`src/rtl/y86_pkg.sv`:
```
// Shared Y86 pipeline definitions: instruction codes, status codes and the
// pipeline-control state type used by the hazard/halt controller.
package y86_pkg;

  localparam logic [3:0] I_HALT   = 4'h0;
  localparam logic [3:0] I_NOP    = 4'h1;
  localparam logic [3:0] I_RRMOVQ = 4'h2;
  localparam logic [3:0] I_IRMOVQ = 4'h3;
  localparam logic [3:0] I_RMMOVQ = 4'h4;
  localparam logic [3:0] I_MRMOVQ = 4'h5;
  localparam logic [3:0] I_OPQ    = 4'h6;
  localparam logic [3:0] I_JXX    = 4'h7;
  localparam logic [3:0] I_CALL   = 4'h8;
  localparam logic [3:0] I_RET    = 4'h9;
  localparam logic [3:0] I_PUSHQ  = 4'hA;
  localparam logic [3:0] I_POPQ   = 4'hB;

  localparam logic [1:0] S_AOK = 2'd0;
  localparam logic [1:0] S_HLT = 2'd1;
  localparam logic [1:0] S_ADR = 2'd2;
  localparam logic [1:0] S_INS = 2'd3;

  localparam logic [3:0] RNONE = 4'hF;

  typedef enum logic [1:0] {
    RUN    = 2'd0,
    DRAIN  = 2'd1,
    HALTED = 2'd2
  } ctrl_state_t;

endpackage

```
`src/rtl/sat_counter.sv`:
```
// Up-counter that sticks at its all-ones maximum instead of wrapping.
module sat_counter #(
  parameter int W = 32
) (
  input  logic         clk,
  input  logic         rst,
  input  logic         inc,
  output logic [W-1:0] count
);

  always_ff @(posedge clk or posedge rst) begin
    if (rst) begin
      count <= '0;
    end else if (inc && (count != {W{1'b1}})) begin
      count <= count + 1'b1;
    end
  end

endmodule

```
`src/rtl/pipe_ctrl.sv`:
```
// Y86 pipeline hazard controller: per-stage stall/bubble generation, CC write
// gating, RUN/DRAIN/HALTED halt sequencing and saturating performance counters.
module pipe_ctrl
  import y86_pkg::*;
#(
  parameter int CNT_W = 32
) (
  input  logic             clk,
  input  logic             rst,
  input  logic [7:0]       D_opcode,
  input  logic [7:0]       E_opcode,
  input  logic [7:0]       M_opcode,
  input  logic [3:0]       d_srcA,
  input  logic [3:0]       d_srcB,
  input  logic [3:0]       E_dstM,
  input  logic             e_Cnd,
  input  logic [1:0]       m_stat,
  input  logic [1:0]       W_stat,
  input  logic             dbg_freeze,
  output logic             F_stall,
  output logic             D_stall,
  output logic             E_stall,
  output logic             M_stall,
  output logic             W_stall,
  output logic             D_bubble,
  output logic             E_bubble,
  output logic             M_bubble,
  output logic             set_cc_en,
  output logic             halted,
  output logic [1:0]       halt_stat,
  output logic [CNT_W-1:0] cyc_cnt,
  output logic [CNT_W-1:0] lu_cnt,
  output logic [CNT_W-1:0] mp_cnt,
  output logic [CNT_W-1:0] ret_cnt
);

  logic [3:0]  d_icode, e_icode, m_icode;
  logic        load_use, ret_in_pipe, mispredict, exc_m, exc_w;
  logic        normal_run;
  logic        cyc_inc, lu_inc, mp_inc, ret_inc;
  logic        unused_ifun;
  ctrl_state_t state, state_next;

  assign d_icode     = D_opcode[7:4];
  assign e_icode     = E_opcode[7:4];
  assign m_icode     = M_opcode[7:4];
  assign unused_ifun = ^{D_opcode[3:0], E_opcode[3:0], M_opcode[3:0]};

  assign load_use    = ((e_icode == I_MRMOVQ) || (e_icode == I_POPQ)) &&
                       (E_dstM != RNONE) &&
                       ((E_dstM == d_srcA) || (E_dstM == d_srcB));
  assign ret_in_pipe = (d_icode == I_RET) || (e_icode == I_RET) || (m_icode == I_RET);
  assign mispredict  = (e_icode == I_JXX) && !e_Cnd;
  assign exc_m       = (m_stat != S_AOK);
  assign exc_w       = (W_stat != S_AOK);

  always_ff @(posedge clk or posedge rst) begin
    if (rst) begin
      state     <= RUN;
      halt_stat <= S_AOK;
    end else begin
      state <= state_next;
      if ((state != HALTED) && (state_next == HALTED)) begin
        halt_stat <= W_stat;
      end
    end
  end

  always_comb begin
    state_next = state;
    if (!dbg_freeze) begin
      case (state)
        RUN: begin
          if (exc_w)      state_next = HALTED;
          else if (exc_m) state_next = DRAIN;
        end
        DRAIN: begin
          if (exc_w) state_next = HALTED;
        end
        HALTED:  state_next = HALTED;
        default: state_next = RUN;
      endcase
    end
  end

  assign halted = (state == HALTED);

  // Priority: debug freeze, then HALTED, then exception drain, then hazards.
  always_comb begin
    F_stall  = 1'b0;
    D_stall  = 1'b0;
    E_stall  = 1'b0;
    M_stall  = 1'b0;
    W_stall  = 1'b0;
    D_bubble = 1'b0;
    E_bubble = 1'b0;
    M_bubble = 1'b0;
    if (dbg_freeze || (state == HALTED)) begin
      {F_stall, D_stall, E_stall, M_stall, W_stall} = 5'b11111;
    end else if ((state == DRAIN) || exc_m || exc_w) begin
      F_stall  = 1'b1;
      D_bubble = 1'b1;
      E_bubble = 1'b1;
      M_bubble = 1'b1;
      W_stall  = exc_w;
    end else begin
      F_stall  = load_use | ret_in_pipe;
      D_stall  = load_use;
      D_bubble = mispredict | (ret_in_pipe & ~load_use);
      E_bubble = mispredict | load_use;
    end
  end

  assign normal_run = !dbg_freeze && (state == RUN) && !exc_m && !exc_w;
  assign set_cc_en  = normal_run && (e_icode == I_OPQ);

  assign cyc_inc = !dbg_freeze && ((state == RUN) || (state == DRAIN));
  assign lu_inc  = normal_run && load_use;
  assign mp_inc  = normal_run && mispredict;
  assign ret_inc = normal_run && ret_in_pipe && !load_use;

  sat_counter #(.W(CNT_W)) u_cyc (.clk(clk), .rst(rst), .inc(cyc_inc), .count(cyc_cnt));
  sat_counter #(.W(CNT_W)) u_lu  (.clk(clk), .rst(rst), .inc(lu_inc),  .count(lu_cnt));
  sat_counter #(.W(CNT_W)) u_mp  (.clk(clk), .rst(rst), .inc(mp_inc),  .count(mp_cnt));
  sat_counter #(.W(CNT_W)) u_ret (.clk(clk), .rst(rst), .inc(ret_inc), .count(ret_cnt));

endmodule

```
`config.mk`:
```
export PLATFORM = sky130hd
export DESIGN_NAME = pipe_ctrl
export DESIGN_NICKNAME = d
export VERILOG_FILES = /design/src/rtl/y86_pkg.sv /design/src/rtl/sat_counter.sv /design/src/rtl/pipe_ctrl.sv
export SDC_FILE = /design/constraint.sdc
export NUM_CORES = 1
export LEC_CHECK = 0
export ABC_AREA = 1
export CELL_PAD_IN_SITES_DETAIL_PLACEMENT = 1
export CELL_PAD_IN_SITES_GLOBAL_PLACEMENT = 2
export CORE_MARGIN = 4
export CORE_UTILIZATION = 37
export CTS_BUF_LIST = sky130_fd_sc_hd__clkbuf_16
export DETAILED_ROUTE_END_ITERATION = 6
export DONT_BUFFER_PORTS = 1
export GPL_TIMING_DRIVEN = 1
export PLACE_DENSITY = 0.95
export SLEW_MARGIN = 25
export SYNTH_ARGS = -nofsm -noshare
export SYNTH_HDL_FRONTEND = slang
export SYNTH_SLANG_ARGS = --single-unit
```
`constraint.sdc`:
```
create_clock -name clk -period 8.1 [get_ports clk]
set_input_delay 0.81 -clock clk [delete_from_list [all_inputs] [get_ports clk]]
set_output_delay 0.81 -clock clk [all_outputs]
set_load 0.01 [all_outputs]
```
# After elaboration in Yosys (flattened, before gate mapping)
# Index checks and enable logic that the tools add are counted.
# word_totals
register_bits	132
latchBits	0
mem_bits_rw	0
mem_bits_ro	0
input_bits	44
output_inout_bits	140
word_cells	84
n_memories	0
# classes
add_sub_neg	4
mul	0
n_div	0
magnitude_cmp	0
n_eq_ne	18
shift	0
mux	18
bitwise_logic	5
n_reduce_logical	33
# op_table
operator	n
$add A32 B1 Y32 const B	4
$ne A32 B32 Y1 const B	4
$logic_and A1 B1 Y1	17
$eq A4 B4 Y1 const B	4
$mux W1	13
$eq A4 B3 Y1 const B	3
$eq A4 B4 Y1	2
$logic_or A1 B1 Y1	8
$mux W2	4
$pmux W2 S3	1
$logic_not A1 Y1	5
$eq A2 B2 Y1 const B	2
$ne A4 B4 Y1 const B	1
$reduce_bool A2 Y1	2
$or A1 B1 Y1	3
$eq A2 B1 Y1 const B	1
$logic_not A2 Y1	1
$ne A2 B2 Y1 const B	1
$and A1 B1 Y1	1
$not A1 Y1	1

# Logic depth before layout (Yosys ltp)
# Gate-level depths: netlist (run 1).
# logic_depth
depth_word	9
ltp_mapped	11
ltp_nobuf	11

# By module
# Synthesis (run 1) repeated with hierarchy kept, for this count alone.
# unflattened
cells_unflattened	1549
area_unflattened_um2	9598.0
# by_module_without_submodules
module	instances	cells_each	area_each_um2	seq_area_each_um2
sat_counter	4	361	2257.2	800.8
pipe_ctrl	1	105	569.3	100.1

# Worst setup path after synthesis (run 1)
# OpenSTA, ideal clock, no wires.
# synth_timing
path_kind	input-to-output
start	in E_opcode[6]
end	out D_stall
arrival_ns	1.770
required_time_ns	7.290
setup_slack_ns	5.520
cell_stages	6
n_path_buf	0
path_cell_list	inv_1 nor2_2 nand3_1 a21oi_2 nand2_1 o21ai_0
# synth_via
elab_chain_len	6
elab_cells_between_ends	7
cone_classes	2 x eq/ne; 2 x mux; 3 x reduce/logical
# synth_lines
element	line	source
from (decl)	pipe_ctrl.sv:11	input logic [7:0] E_opcode,
$eq A4 B3 Y1 or $eq A4 B4 Y1 (tied branches)	pipe_ctrl.sv:49	assign load_use = ((e_icode == I_MRMOVQ) || (e_icode == I_POPQ)) &&
$logic_or A1 B1 Y1 *	pipe_ctrl.sv:49	
$logic_and A1 B1 Y1 *	pipe_ctrl.sv:49	
$logic_and A1 B1 Y1 *	pipe_ctrl.sv:50	(E_dstM != RNONE) &&
$mux W1 *	pipe_ctrl.sv:100	end else if ((state == DRAIN) || exc_m || exc_w) begin
$mux W1 *	pipe_ctrl.sv:98	if (dbg_freeze || (state == HALTED)) begin
to (decl)	pipe_ctrl.sv:21	output logic D_stall,
# Every way passes the cells marked *; elsewhere a longest branch is shown, timed or not.

# Final worst setup path (run 1)
# Same ends and word-level chain as after synthesis.

==> results of run 1 <==
-- cell usage after synthesis (6+ instances only) --
library cell	count
inv_2	14
o21ai_1	6
inv_1	86
buf_2	10
nand3b_1	30
buf_4	9
nor2_2	6
buf_6	7
nand2_1	724
xor2_1	43
nand3_1	71
nor2_1	178
xnor2_1	26
nor3_1	28
nand4_1	13
dfrtp_1	132
o21ai_0	6
-- cell families after synthesis --
logic type	Yosys count	synth area share [%]
AO/OA/AOI/OAI	18	1.128
flip-flops	132	36.30
multiplexers	2	0.2475
adder cells (fa/ha/maj)	4	0.5501
AND/OR/NAND/NOR	1069	48.69
buffers and inverters	129	6.436
XOR/XNOR	69	6.642
-- path summary, 6_finish.rpt --
| path | from | endpoint | slack, ns |
|---|---|---|---|
| setup / recovery | E_opcode[6] | D_stall | 5.04 |
| hold / removal | rst | u_mp.count[4] | 0.33 |
| setup reg to reg | u_ret.count[0] | u_ret.count[26] | 5.04 |
| hold reg to reg | state[0] | state[0] | 0.53 |
| max in group asynchronous | rst | state[1] | 6.65 |
| min in group clk | W_stat[1] | halt_stat[1] | 0.53 |
-- power breakdown --
group	switching [uW]	leakage (uW)	total (uW)	internal, uW
clock	323	0.000336	930	607
combinational	89.4	0.00256	122	32.9
sequential	35.6	0.00183	714	678
total	448	0.00472	1770	1320
-- sequential cells by signal, indices dropped and copies added (netlist names) --
| register | flops |
|---|---|
| halt_stat | 2 |
| u_ret.count | 32 |
| u_mp.count | 32 |
| state | 2 |
| u_cyc.count | 32 |
| u_lu.count | 32 |
-- cell type report --
class / count / area, sq um
Tap cell: 324 / 405.4
Sequential cell: 132 / 3303
Clock inverter: 14 / 260.3
Multi-Input combinational cell: 1162 / 5210
Inverter: 103 / 394.1
Fill cell: 3196 / 14220
Clock buffer: 17 / 425.4
Timing Repair Buffer: 3 / 26.28
-- layer usage --
metal / vias to the layer above / wire length [um] / GRT usage (%)
met5: - / 0 / 0
met1: 4293 / 12650 / 27.00
met2: 171 / 14670 / 39.45
li1: 4395 / - / -
met4: 0 / 302 / 4.575
met3: 24 / 2145 / 7.038
-- stage by stage --
| step | power [uW] | worst slack [ns] | instance area, sq um | hold slack [ns] |
|---|---|---|---|---|
| 2_1_floorplan | 820.6 | 3.764 | 9099 | 0.4859 |
| 3_3_place_gp | 845.9 | 5.014 | 9335 | 0.5006 |
| 3_5_place_dp | 851.7 | 4.964 | 9335 | 0.5176 |
| 4_1_cts | 1787 | 4.976 | 10020 | 0.3539 |
| 5_1_grt | 1837 | 4.765 | 10020 | 0.3634 |
| 6_report | 1767 | 5.038 | 10020 | 0.3305 |
-- worst register-to-register path, delay by kind of cell (launching register included) --
kind	cells	cell delay, ns
flops	1	0.54
simple gates	8	2.10
fa+ha+maj	1	0.36
==> impl_metrics.toml, run 1 <==
[routing]
vias_per_cell = 5.062
wl_um = 29770
ant_nets = 0
drc = 0
drt_pass1_iterations = 5
vias = 8883
wl_per_cell_um = 16.96
drt_iter0_drc = 371

[placed_design]
portBuffers = 0
dp_cells = 1724
dpl.hpwl_um = 22270
place_congestion = 0.8558

[floorplanning]
pin_count = 184
start_util_pct = 37.52
die_w_um = 164.8
core_sq_um = 24250
dieHeight_um = 164.8
num_rows = 57
dieArea_sq_um = 27160

[clock_tree]
clk_transition_reported_paths_ns = 0.06
cts_resized = 0
cts_made_buffers = 17
htreeDepth = 4
postCtsSetupBuffers = 0
cts_root_buf = "clkbuf_16"
hold_buffers = 0
cts_buffer_depth = 2
clock_sinks = 132
insertion_delay_ns = 0.43
cts_tree = "built"

[synth]
avgSynthCellArea_sq_um = 6.394
seq_area_frac_synth_pct = 36.30
synth.lib_cells_used.distinct = 32
synth_area_leaders = "dfrtp_1 36%, nand2_1 30%, nor2_1 7.3%"
netlist.top_cell.by_area = "dfrtp_1"
syn-num-nets = 1471
synth_flop_cell = "dfrtp_1"
yosysWarnings = 0
async_flop_share_pct = 100.0
synth_edf_count = 0
synth_area_sq_um = 9099
syn_inst = 1423
ys_ff_latch = 132
synth_top_area_share_pct = 36.30

[global_routing]
grt_antenna_before_repair = 0
grt_max_degree = 69
grt-ovfl-total = 0
globalRouteTotalUtil_pct = 22.43
grt_pass1_vias = 9375
grt_pass1_wl_um = 48600

[critical_path]
worstPathRequired_ns = 7.29
cp.depth = 6
endpoint_kind = "primary output"
worstSetupStartpointType = "primary input"
r2r_cells = 9
crit_chain = "inv_1, nor2_2, nand3_1, a21oi_2, nand2_1, o21ai_0"
worstSetupPathType = "primary input to primary output"
crit_path_max_fanout = 5
crit_family = "compound AO/OA/AOI/OAI gates"
cp_slowest_cell = "o21ai_0"
path_buf_inv = 1
arrival_ns = 2.25
slowest_delay_ns = 0.40

[final_layout]
areaGrowthSynthToFinish_pct = 10.18
final_cell_mix = "724 x nand2_1, 178 x nor2_1, 132 x dfrtp_1"
num_antenna_cells = 0
fin_nets = 1467
layout_commonest_cell = "nand2_1"
finish.utilization_pct = 41.34
final_cell_count_no_fill = 1755
drive_above_1_share_pct = 5.381

[sta]
setup_tns_ns = 0
rsz0062_at_grt = "false"
max_slew_margin_pct = 38.38
hold_violations = 0
setup_violations = 0
slew_violations = 0
fin_skew_ns = 0.01764
period_minus_slack_ns = 3.062
fmax_mhz = 326.6
final.period_utilization_pct = 37.80
tightest_slew_ns = 0.9221

[flow_run]
cap_violations = 0

[run_status]
status = "finished, final reports clean"

[pwr]
pwr_density_cell_nw_per_um2 = 176.2
power_leakage_uw = 0.004718
max-vdd-ir-drop_mv = 0.1116

[worst_hold_path]
hp-class = "primary input to asynchronous set/reset pin"
(Power assumes the default switching activity.)
==> run 2: changes to the inputs <==
Settings changed: CORE_UTILIZATION 37 to 34, PLACE_DENSITY 0.95 to 0.91.
Clock period 8.1 ns to 2.9 ns, I/O delays scaled along.
==> impl_metrics.toml, run 2 (same netlist as run 1, synthesis figures left out) <==
[routing]
ant_nets = 0
vias_per_cell = 5.007
drt_iter0_drc = 403
drc = 0
drt_pass1_iterations = 6
wl_per_cell_um = 16.89
vias = 8888
wl_um = 29980

[floorplanning]
core_sq_um = 26210
dieArea_sq_um = 29440
dieHeight_um = 171.6
pin_count = 184
start_util_pct = 34.72
num_rows = 59
die_w_um = 171.6

[clock_tree]
postCtsSetupBuffers = 0
insertion_delay_ns = 0.42
clock_sinks = 132
cts_buffer_depth = 2
cts_tree = "built"
cts_root_buf = "clkbuf_16"
cts_resized = 0
clk_transition_reported_paths_ns = 0.07
cts_made_buffers = 17
htreeDepth = 4

[run_status]
status = "finished, violations left"
violations = "negative hold slack"

[sta]
final.period_utilization_pct = 83.27
fmax_mhz = 414.1
rsz0062_at_grt = "false"
slew_violations = 0
hold_violations = 11
setup_violations = 0
fin_skew_ns = 0.01512
holdWs_ns = -0.01838
setup_tns_ns = 0
period_minus_slack_ns = 2.415
tightest_slew_ns = 0.7630
max_slew_margin_pct = 49.13

[critical_path]
endpoint_kind = "register"
worstPathRequired_ns = 3.25
arrival_ns = 2.76
worstSetupPathType = "register to register"
r2r_cells = 10
r2r_setup_slack_ns = 0.49
worstSetupStartpointType = "register"
r2r_start = "u_lu.count[0]"
crit_path_max_fanout = 32
r2r-end = "u_lu.count[13]"

[placed_design]
portBuffers = 0
dpl.hpwl_um = 22410
place_congestion = 0.8238

[pwr]
pwr_density_cell_nw_per_um2 = 481.8
max-vdd-ir-drop_mv = 0.2932
power_leakage_uw = 0.004744

[global_routing]
globalRouteTotalUtil_pct = 20.69
grt-ovfl-total = 0
grt_max_degree = 133
grt_antenna_before_repair = 0
grt_pass1_vias = 9302
grt_pass1_wl_um = 48740

[final_layout]
areaGrowthSynthToFinish_pct = 10.86
fin_nets = 1475
final_cell_mix = "724 x nand2_1, 178 x nor2_1, 132 x dfrtp_1"
num_antenna_cells = 0
layout_commonest_cell = "nand2_1"
drive_above_1_share_pct = 5.833

[flow_run]
cap_violations = 0

[worst_hold_path]
hp-class = "primary input to asynchronous set/reset pin"
## run 2: worst max path at each step
stage	from	endpoint	slack, ns	cells past startpoint
after global placement	u_ret.count[1]	u_ret.count[31]	0.54	9
after floorplan	rst	halt_stat[0]	0.97	1
after detailed placement	u_lu.count[0]	u_lu.count[4]	0.49	10
final	u_lu.count[0]	u_lu.count[13]	0.49	10
after global routing	u_lu.count[0]	u_lu.count[27]	0.22	10
after CTS	u_ret.count[1]	u_ret.count[24]	0.47	9
## run 2: worst max-delay path, cell delays in order (launching register included)
cell and delay, ns:
dfrtp_1 0.52, ha_1 0.31, inv_2 0.06, nor2_2 0.22, nand2_1 0.17, nor2_1 0.28
nand2_1 0.17, nand4_2 0.11, buf_4 0.33, nand2_1 0.09, nand2_1 0.08
## run 2: through the flow
step	setup slack [ns]	instance area, sq um	util (%)	instances	power, uW
after floorplan	0.9728	9102	-	1423	2293
after global placement	0.5400	9413	35.92	1742	2378
after detailed placement	0.4931	9413	35.92	1742	2393
after CTS	0.4694	10080	38.45	1774	4941
after global routing	0.2222	10090	38.49	1775	5066
final	0.4852	10090	38.49	1775	4860
## run 2: cell type report
cell class                      instances  area (sq um)
Tap cell                              335         419.2
Clock inverter                         15         239.0
Timing Repair Buffer                   11         97.59
Clock buffer                           17         425.4
Multi-Input combinational cell       1162          5210
Inverter                              103         392.9
Fill cell                            3446         16120
Sequential cell                       132          3303
## run 2: report_power, final
part	total, uW	leakage [uW]	switching, uW	internal (uW)
clock	2510	0.000327	905	1610
combinational	358	0.00259	257	102
sequential	1990	0.00183	93.3	1890
## run 2: per-layer routing
metal | GRT usage (%) | up-vias | share of wire, % | wire, um
li1 | - | 4396 | - | -
met1 | 25.81 | 4296 | 44 | 13060
met2 | 35.98 | 177 | 49 | 14680
met3 | 5.677 | 19 | 6.7 | 2001
met4 | 4.306 | 0 | 0.78 | 234
met5 | 0 | - | 0 | 0
## run 2: timing repair
| action | in CTS | in global routing |
|---|---|---|
| hold buffers | 0 | 1 |
| endpoints found under the hold margin | 0 | 1 |
| endpoints found under the setup margin | 0 | 0 |
